## src/rtl/irq_pkg.sv

```systemverilog
// Shared constants, FSM state type and helpers for the request-capture stage.
package irq_pkg;

    localparam int unsigned N      = 8;
    localparam int unsigned CODE_W = 3;

    typedef enum logic {
        IDLE    = 1'b0,
        PRESENT = 1'b1
    } state_t;

    // One-hot vector with only bit 'code' set.
    function automatic logic [N-1:0] onehot(input logic [CODE_W-1:0] code);
        return N'(1) << code;
    endfunction

endpackage : irq_pkg

```

## src/rtl/irq_pending_encoder_if.sv

```systemverilog
// Valid/ready handshake carrying the selected request index.
interface irq_pending_encoder_if
    import irq_pkg::*;
();

    logic [CODE_W-1:0] code;
    logic              valid;
    logic              ready;

    modport master (output code, output valid, input ready);
    modport slave  (input code, input valid, output ready);

endinterface : irq_pending_encoder_if

```

## src/rtl/irq_prio_enc.sv

```systemverilog
// Combinational highest-index-wins encoder with a 'none' flag.
module irq_prio_enc
    import irq_pkg::*;
(
    input  logic [N-1:0]      vec,
    output logic [CODE_W-1:0] sel,
    output logic              none
);

    // Ascending scan so the last (highest) set bit overrides lower ones.
    always_comb begin
        sel  = '0;
        none = 1'b1;
        for (int unsigned i = 0; i < N; i++) begin
            if (vec[i]) begin
                sel  = CODE_W'(i);
                none = 1'b0;
            end
        end
    end

endmodule : irq_prio_enc

```

## src/rtl/irq_pending_encoder.sv

```systemverilog
// Edge-captures request lines as pending and presents the highest unmasked one.
module irq_pending_encoder
    import irq_pkg::*;
(
    input  logic                    clk,
    input  logic                    rst,
    input  logic [N-1:0]            req,
    input  logic [N-1:0]            mask,
    output logic [N-1:0]            pending,
    output logic                    overrun,
    irq_pending_encoder_if.master   bus
);

    state_t            state_q, state_d;
    logic [N-1:0]      req_q;
    logic [N-1:0]      pending_q;
    logic [CODE_W-1:0] code_q, code_d;
    logic              valid_q, valid_d;
    logic              overrun_q;

    logic [N-1:0]      req_edge;
    logic [N-1:0]      clr;
    logic [N-1:0]      pending_d;
    logic              overrun_d;
    logic              fire;
    logic [CODE_W-1:0] sel;
    logic              none;

    irq_prio_enc u_prio_enc (
        .vec  (pending_q & mask),
        .sel  (sel),
        .none (none)
    );

    // Edge detect and pending update; a new edge beats a same-cycle clear.
    always_comb begin
        fire      = valid_q & bus.ready;
        clr       = fire ? onehot(code_q) : '0;
        req_edge  = req & ~req_q;
        pending_d = (pending_q & ~clr) | req_edge;
        overrun_d = |(req_edge & pending_q & ~clr);
    end

    // Next-state and output-register inputs; presented code is frozen until fire.
    always_comb begin
        state_d = state_q;
        code_d  = code_q;
        valid_d = valid_q;
        unique case (state_q)
            IDLE: begin
                valid_d = 1'b0;
                if (!none) begin
                    code_d  = sel;
                    valid_d = 1'b1;
                    state_d = PRESENT;
                end
            end
            PRESENT: begin
                if (fire) begin
                    valid_d = 1'b0;
                    state_d = IDLE;
                end
            end
            default: begin
                valid_d = 1'b0;
                state_d = IDLE;
            end
        endcase
    end

    // FSM state register.
    always_ff @(posedge clk) begin
        if (rst) begin
            state_q <= IDLE;
        end else begin
            state_q <= state_d;
        end
    end

    // Capture, pending and output registers.
    always_ff @(posedge clk) begin
        if (rst) begin
            req_q     <= '0;
            pending_q <= '0;
            code_q    <= '0;
            valid_q   <= 1'b0;
            overrun_q <= 1'b0;
        end else begin
            req_q     <= req;
            pending_q <= pending_d;
            code_q    <= code_d;
            valid_q   <= valid_d;
            overrun_q <= overrun_d;
        end
    end

    assign bus.code  = code_q;
    assign bus.valid = valid_q;
    assign pending   = pending_q;
    assign overrun   = overrun_q;

endmodule : irq_pending_encoder

```

## src/flat_wrapper.sv

```systemverilog
// flat-port wrapper written by rule: the top's interface ports become plain ports
module irq_pending_encoder_flat import irq_pkg::*;
  (clk, rst, req, mask, pending, overrun, bus_code, bus_valid, bus_ready);
  irq_pending_encoder_if bus_i ();
  input  logic clk;
  input  logic rst;
  input  logic [N-1:0] req;
  input  logic [N-1:0] mask;
  output logic [N-1:0] pending;
  output logic overrun;
  output wire logic [$bits(bus_i.code)-1:0] bus_code;
  output wire logic [$bits(bus_i.valid)-1:0] bus_valid;
  input wire logic [$bits(bus_i.ready)-1:0] bus_ready;
  assign bus_code = bus_i.code;
  assign bus_valid = bus_i.valid;
  assign bus_i.ready = bus_ready;
  irq_pending_encoder u_core (.clk(clk), .rst(rst), .req(req), .mask(mask), .pending(pending), .overrun(overrun), .bus(bus_i));
endmodule
```

## config.mk

```make
export PLATFORM = sky130hd
export DESIGN_NAME = irq_pending_encoder_flat
export DESIGN_NICKNAME = d
export VERILOG_FILES = /design/src/rtl/irq_pkg.sv /design/src/rtl/irq_pending_encoder_if.sv /design/src/rtl/irq_prio_enc.sv /design/src/rtl/irq_pending_encoder.sv /design/src/flat_wrapper.sv
export SDC_FILE = /design/constraint.sdc
export NUM_CORES = 1
export LEC_CHECK = 0
export ABC_AREA = 1
export ABC_CLOCK_PERIOD_IN_PS = 2370
export CAP_MARGIN = 20
export CORE_UTILIZATION = 35
export DETAILED_ROUTE_END_ITERATION = 8
export RECOVER_POWER = 25
export SYNTH_ARGS = -nofsm -noshare
export SYNTH_HDL_FRONTEND = slang
export SYNTH_SLANG_ARGS = --single-unit
```

## constraint.sdc

```tcl
create_clock -name clk -period 2.37 [get_ports clk]
set_input_delay 0.474 -clock clk [delete_from_list [all_inputs] [get_ports clk]]
set_output_delay 0.474 -clock clk [all_outputs]
set_load 0.01 [all_outputs]
```

==> out/qor.csv, run 1 <==
metric,value,unit
outcome,"finished, final reports clean",
cts bufs inserted,3,
sequential element share of the synthesized area,42.93,%
TNS Setup,0,ns
initial antenna violation count,0,
Worst Setup End Kind,output pin,
final non-filler cell area,1404,um2
GRT overflow,0,
crit path cell chain,clkdlybuf4s50_1,
DR iter-0 viols,23,
number of global-route vias before repair,964,
Setup WS pre-CTS,0.6254,ns
fraction of layout instances using a drive strength above 1,5.051,%
hold depth,2,
Avg Synthesized Cell Area,6.256,um2
Synth top area share,42.93,%
clock slew at reported path FFs,0.12,ns
"delay-heaviest family, CP",buffers and inverters,
Fin Hold WS,0.5060,ns
die area,3152,um2
post_cts resized,0,
Residual DRC,0,
Synth Register Bits,22,
pwr/cell area,609.7,nW/um2
# Post-CTS Setup Buffers,0,
"Arr. time, crit path",1.34,ns
CP Buf/Inv Count,1,
largest net degree at the start of global routing,13,
die width,56.14,um
Die Span Y,56.14,um
CP Depth,1,
Fin Clk Skew,0.01164,ns
Tot GR Track Use,15.60,%
Detailed Place HPWL,1805,um
RSZ-0062 raised after global routing,false,
max cap viols,0,
internal power,0.0006076,W
CTS tree,built,
required time worst endpoint,1.90,ns
CP max stage delay,0.57,ns
Longest Clk Path Bufs,2,
cell taking the most area after synthesis,dfxtp_1,
static leakage,0.6925,nW
Final period util,76.58,%
f_max,551.0,MHz
Area contributors post-synth,"dfxtp_1 43%, nand2_1 19%, inv_1 12%",
n_diodes,0,
routed via count,1010,
first-pass GRT wire length,3843,um
Nets,218,
number of synthesized flops with an enable pin,0,
core area,2758,um2
root buf cell,clkbuf_4,
synth cell count leaders,"52 x nand2_1, 33 x inv_1, 27 x nor2_1",
Critical-path top delay cell,clkdlybuf4s50_1,
Slew headroom,73.57,%
Pwr Total,0.0008560,W
Fill cells,316,
number of setup violations in the final report,0,
Hold Fails Final Rpt,0,
Clock Power Share,24.0,%
Slew Limit Fails,0,
worst slew pin tran,0.3951,ns
Worst Hold Class,register to register,
Post-synth ARST share,0,%
Most used DFF post-synth,dfxtp_1,
placed cell area,1373,um2
wire per inst,9.869,um
drt first pass iters,4,
synth warn,0,
Unique masters post-synth,13,
Routed WL,2260,um
maximum vdd drop,0.5359,mV
CTS sink cnt,22,
Sw Share,29.01,%
Mapped Cells,164,
Initial Util,37.21,%
IO Count,32,
Port Buffers,31,
Logic pwr share,25.3,%
Max Fanout on Critical Path,6,
crit start category,register,
minimum clock period,1.815,ns
Crit Path Class,register to output pin,
# rows,19,
Synthesized Nets,183,
Reg2Reg Depth,7,
Area Overhead vs Synth,36.83,%
worst-skew pair later-pin latency,0.31,ns
via/cell ratio,4.410,
Final WS setup,0.5550,ns
Routed Antenna Nets,0,
sequential share of power,50.6,%
Mapped Area,1026,um2
Sw Pwr,0.0002483,W
H-tree levels,1,
# hold bufs at CTS,0,
Final GP Congestion,0.8032,
most frequent cell after synthesis,nand2_1,
## stage by stage
stage	instances	util, %
after floorplan	164	-
after global placement	225	49.77
after detailed placement	225	49.77
after CTS	229	51.09
after global routing	229	50.91
final	229	50.91
## final timing paths
check,from,endpoint,slack (ns)
max,u_core.bus.code[1],bus_code[1],0.55
min,u_core.pending[2],u_core.pending[2],0.51
max reg2reg,u_core.bus.valid,u_core.overrun,1.12
min reg2reg,u_core.pending[2],u_core.pending[2],0.51
## per-layer routing
| layer | share of wire [%] | global-route usage, % | vias to the layer above |
|---|---|---|---|
| li1 | - | - | 551 |
| met1 | 49 | 18.79 | 438 |
| met2 | 46 | 27.04 | 19 |
| met3 | 4.2 | 5.116 | 2 |
| met4 | 0.58 | 3.136 | 0 |
| met5 | 0 | 0 | - |
## kinds of logic after synthesis
| logic type | count (synthesis) | share of synthesized area [%] |
|---|---|---|
| buffers and inverters | 36 | 13.41 |
| and+or+nand+nor | 89 | 34.39 |
| AOI/OAI and AO/OA | 17 | 9.269 |
| DFF | 22 | 42.93 |
## state kept, by name (all words and copies together) (netlist names)
signal            count
u_core.pending        8
u_core.req_q          8
u_core.bus.code       3
u_core.bus.valid      1
u_core.overrun        1
u_core.state_q        1
## final cells by class
class                      instances  area [um2]  share of cell area [%]
tap                               31       38.79                   2.763
inverter                          34       127.6                   9.091
multi-input combinational        106       442.9                   31.55
sequential                        22       440.4                   31.37
clock buffer                       4       36.28                   2.585
timing repair buffer              32       317.8                   22.64
## cell usage in the layout (no fill, tap or decap)
| cell | n |
|---|---|
| dfxtp_1 | 22 |
| a21oi_1 | 12 |
| nand2_1 | 52 |
| inv_1 | 33 |
| nor2_1 | 29 |
| clkinv_1 | 1 |
| buf_4 | 1 |
| o21ai_2 | 2 |
| o21ai_0 | 2 |
| clkdlybuf4s50_1 | 29 |
| clkbuf_8 | 1 |
| nand2_2 | 3 |
| clkbuf_4 | 3 |
| nand3_1 | 5 |
| dlygate4sd3_1 | 2 |
| o21bai_1 | 1 |
## power by group through the flow
stage	logic, W	registers (W)	clock network [W]
after floorplan	0.000109	0.000447	0
after global placement	0.000218	0.000441	0
after detailed placement	0.000220	0.000442	0
after CTS	0.000221	0.000434	0.000217
after global routing	0.000243	0.000438	0.000233
final	0.000217	0.000433	0.000206
(Power assumes the default switching activity.)
==> run 2: changes to the inputs <==
--- a/config.mk
+++ b/config.mk
@@ -6,10 +6,11 @@
 export NUM_CORES = 1
 export LEC_CHECK = 0
 export ABC_AREA = 1
-export ABC_CLOCK_PERIOD_IN_PS = 2370
+export ABC_CLOCK_PERIOD_IN_PS = 1600
 export CAP_MARGIN = 20
 export CORE_UTILIZATION = 35
 export DETAILED_ROUTE_END_ITERATION = 8
+export PLACE_DENSITY = 0.65
 export RECOVER_POWER = 25
 export SYNTH_ARGS = -nofsm -noshare
 export SYNTH_HDL_FRONTEND = slang
==> constraint.sdc (replaced) <==
create_clock -name clk -period 1.6 [get_ports clk]
set_input_delay 0.32 -clock clk [delete_from_list [all_inputs] [get_ports clk]]
set_output_delay 0.32 -clock clk [all_outputs]
set_load 0.01 [all_outputs]
==> run 2 against run 1 <==
Critical path depth unchanged. Largest power group unchanged. Combinational power increased by 47%. Sequential power increased by 50%. Hold slack got worse by 0.014 ns. Final cell count increased by 0.44%. Sequential cell count unchanged. Global-route usage decreased by 0.59 points.
==> out/qor.csv, run 2 (same netlist as run 1, synthesis figures left out) <==
metric,value,unit,change
outcome,"finished, final reports clean",,
clock slew at reported path FFs,0.13,ns,about the same
"commonest non-fill, non-tap cell in the layout",nand2_1,,
H-tree levels,1,,unchanged
Setup WS pre-CTS,0.03875,ns,-0.5866 ns
Area Overhead vs Synth,42.32,%,
Routed Antenna Nets,0,,unchanged
IO Count,32,,unchanged
static leakage,0.7680,nW,+11%
Initial Util,37.21,%,unchanged
Crit Path Class,register to output pin,,
RR Startpoint,u_core.pending[7],,
Slew Limit Fails,0,,unchanged
CTS sink cnt,22,,unchanged
CP Buf/Inv Count,1,,unchanged
Critical-path top delay cell,clkdlybuf4s50_1,,
number of global-route vias before repair,954,,-1.0%
Hold Path End,u_core.pending[3],,
Die Span Y,56.14,um,unchanged
Final GP Congestion,0.7467,,-7.0%
Max Fanout on Critical Path,5,,-1
DR iter-0 viols,8,,-65%
largest net degree at the start of global routing,14,,+1
crit start category,register,,
Port Buffers,31,,unchanged
worst-skew pair later-pin latency,0.32,ns,about the same
root buf cell,clkbuf_4,,
Worst Hold Class,register to register,,
die width,56.14,um,unchanged
Reg2Reg Setup Slack,0.45,ns,-0.67 ns
worst slew pin tran,0.4704,ns,+0.07529 ns
Reg2Reg Depth,6,,-1
GRT overflow,0,,unchanged
via/cell ratio,4.378,,-0.73%
die area,3152,um2,unchanged
fraction of layout instances using a drive strength above 1,11.56,%,+6.5 points
Longest Clk Path Bufs,2,,unchanged
crit path cell chain,clkdlybuf4s50_1,,
initial antenna violation count,0,,unchanged
max cap viols,0,,unchanged
maximum vdd drop,0.9898,mV,+85%
Nets,219,,+0.46%
Fin Hold WS,0.4919,ns,-0.01412 ns
n_diodes,0,,unchanged
f_max,641.2,MHz,
min-delay src,u_core.pending[3],,
Post-Layout Cell Count,230,,+0.44%
first-pass GRT wire length,3712,um,-3.4%
drt first pass iters,4,,unchanged
CP max stage delay,0.53,ns,-0.04 ns
Slew headroom,68.64,%,-4.9 points
cell count after placement,226,,+0.44%
Routed WL,2186,um,-3.3%
reg2reg end,u_core.bus.code[1],,
Tot GR Track Use,15.01,%,-0.59 points
required time worst endpoint,1.28,ns,-0.62 ns
Final period util,97.47,%,
Residual DRC,0,,unchanged
"Arr. time, crit path",1.24,ns,-0.10 ns
Worst Setup End Kind,output pin,,
"delay-heaviest family, CP",buffers and inverters,,
number of setup violations in the final report,0,,unchanged
CTS tree,built,,
wire per inst,9.504,um,-3.7%
routed via count,1007,,-0.30%
pwr/cell area,958.9,nW/um2,+57%
Hold Fails Final Rpt,0,,unchanged
# Post-CTS Setup Buffers,0,,unchanged
# rows,19,,unchanged
final core utilization,52.95,%,+2.0 points
"commonest non-fill, non-tap cells in the layout","52 x nand2_1, 33 x inv_1, 27 x nor2_1",,
TNS Setup,0,ns,unchanged
hold depth,2,,unchanged
Fin Clk Skew,0.007102,ns,-0.004537 ns
core area,2758,um2,unchanged
Final WS setup,0.04051,ns,-0.5145 ns
minimum clock period,1.559,ns,
cts bufs inserted,3,,unchanged
Detailed Place HPWL,1780,um,-1.4%
==> run 2: where the power goes <==
group	internal (W)	total, W	switching, W
sequential	0.000606	0.000650	0.0000435
combinational	0.000161	0.000320	0.000159
clock	0.000253	0.000430	0.000177
total	0.00102	0.00140	0.000379
==> run 2: worst max-delay path by stage <==
stage                  startpoint        endpoint  slack [ns]  cells past startpoint
2_1_floorplan    u_core.bus.valid  u_core.overrun        0.53                      7
3_3_place_gp            bus_ready  u_core.overrun        0.06                      8
3_5_place_dp            bus_ready  u_core.overrun        0.04                      8
4_1_cts         u_core.pending[3]      pending[3]       0.003                      1
5_1_grt         u_core.pending[7]      pending[7]    -0.00003                      1
6_report       u_core.bus.code[0]     bus_code[0]        0.04                      1
==> run 2: what timing repair did <==
action | CTS | global route
pin swaps | 0 | 0
hold buffers | 0 | 0
endpoints found under the setup margin | 10 | 8
gates resized for setup | 10 | 10
gates cloned | 0 | 0
==> run 2: cell type report <==
class	count	area (um2)
sequential	22	462.9
multi-input combinational	106	447.9
inverter	34	127.6
timing repair buffer	33	330.3
clock buffer	3	22.52
clock inverter	1	30.03
fill	272	1297
tap	31	38.79
==> run 2: per-layer routing <==
| layer | wire length (um) | track usage (%) | vias to the layer above |
|---|---|---|---|
| met2 | 951 | 23.98 | 23 |
| li1 | - | - | 555 |
| met3 | 110 | 5.349 | 6 |
| met1 | 1086 | 18.67 | 423 |
| met4 | 37 | 5.226 | 0 |
| met5 | 0 | 0 | - |
==> run 2: per-stage QoR <==
| step | area [um2] | total power [W] |
|---|---|---|
| after floorplan | 1026 | 0.0008233 |
| after global placement | 1380 | 0.0009752 |
| after detailed placement | 1380 | 0.0009811 |
| after CTS | 1445 | 0.001420 |
| after global routing | 1460 | 0.001484 |
| final | 1460 | 0.001400 |
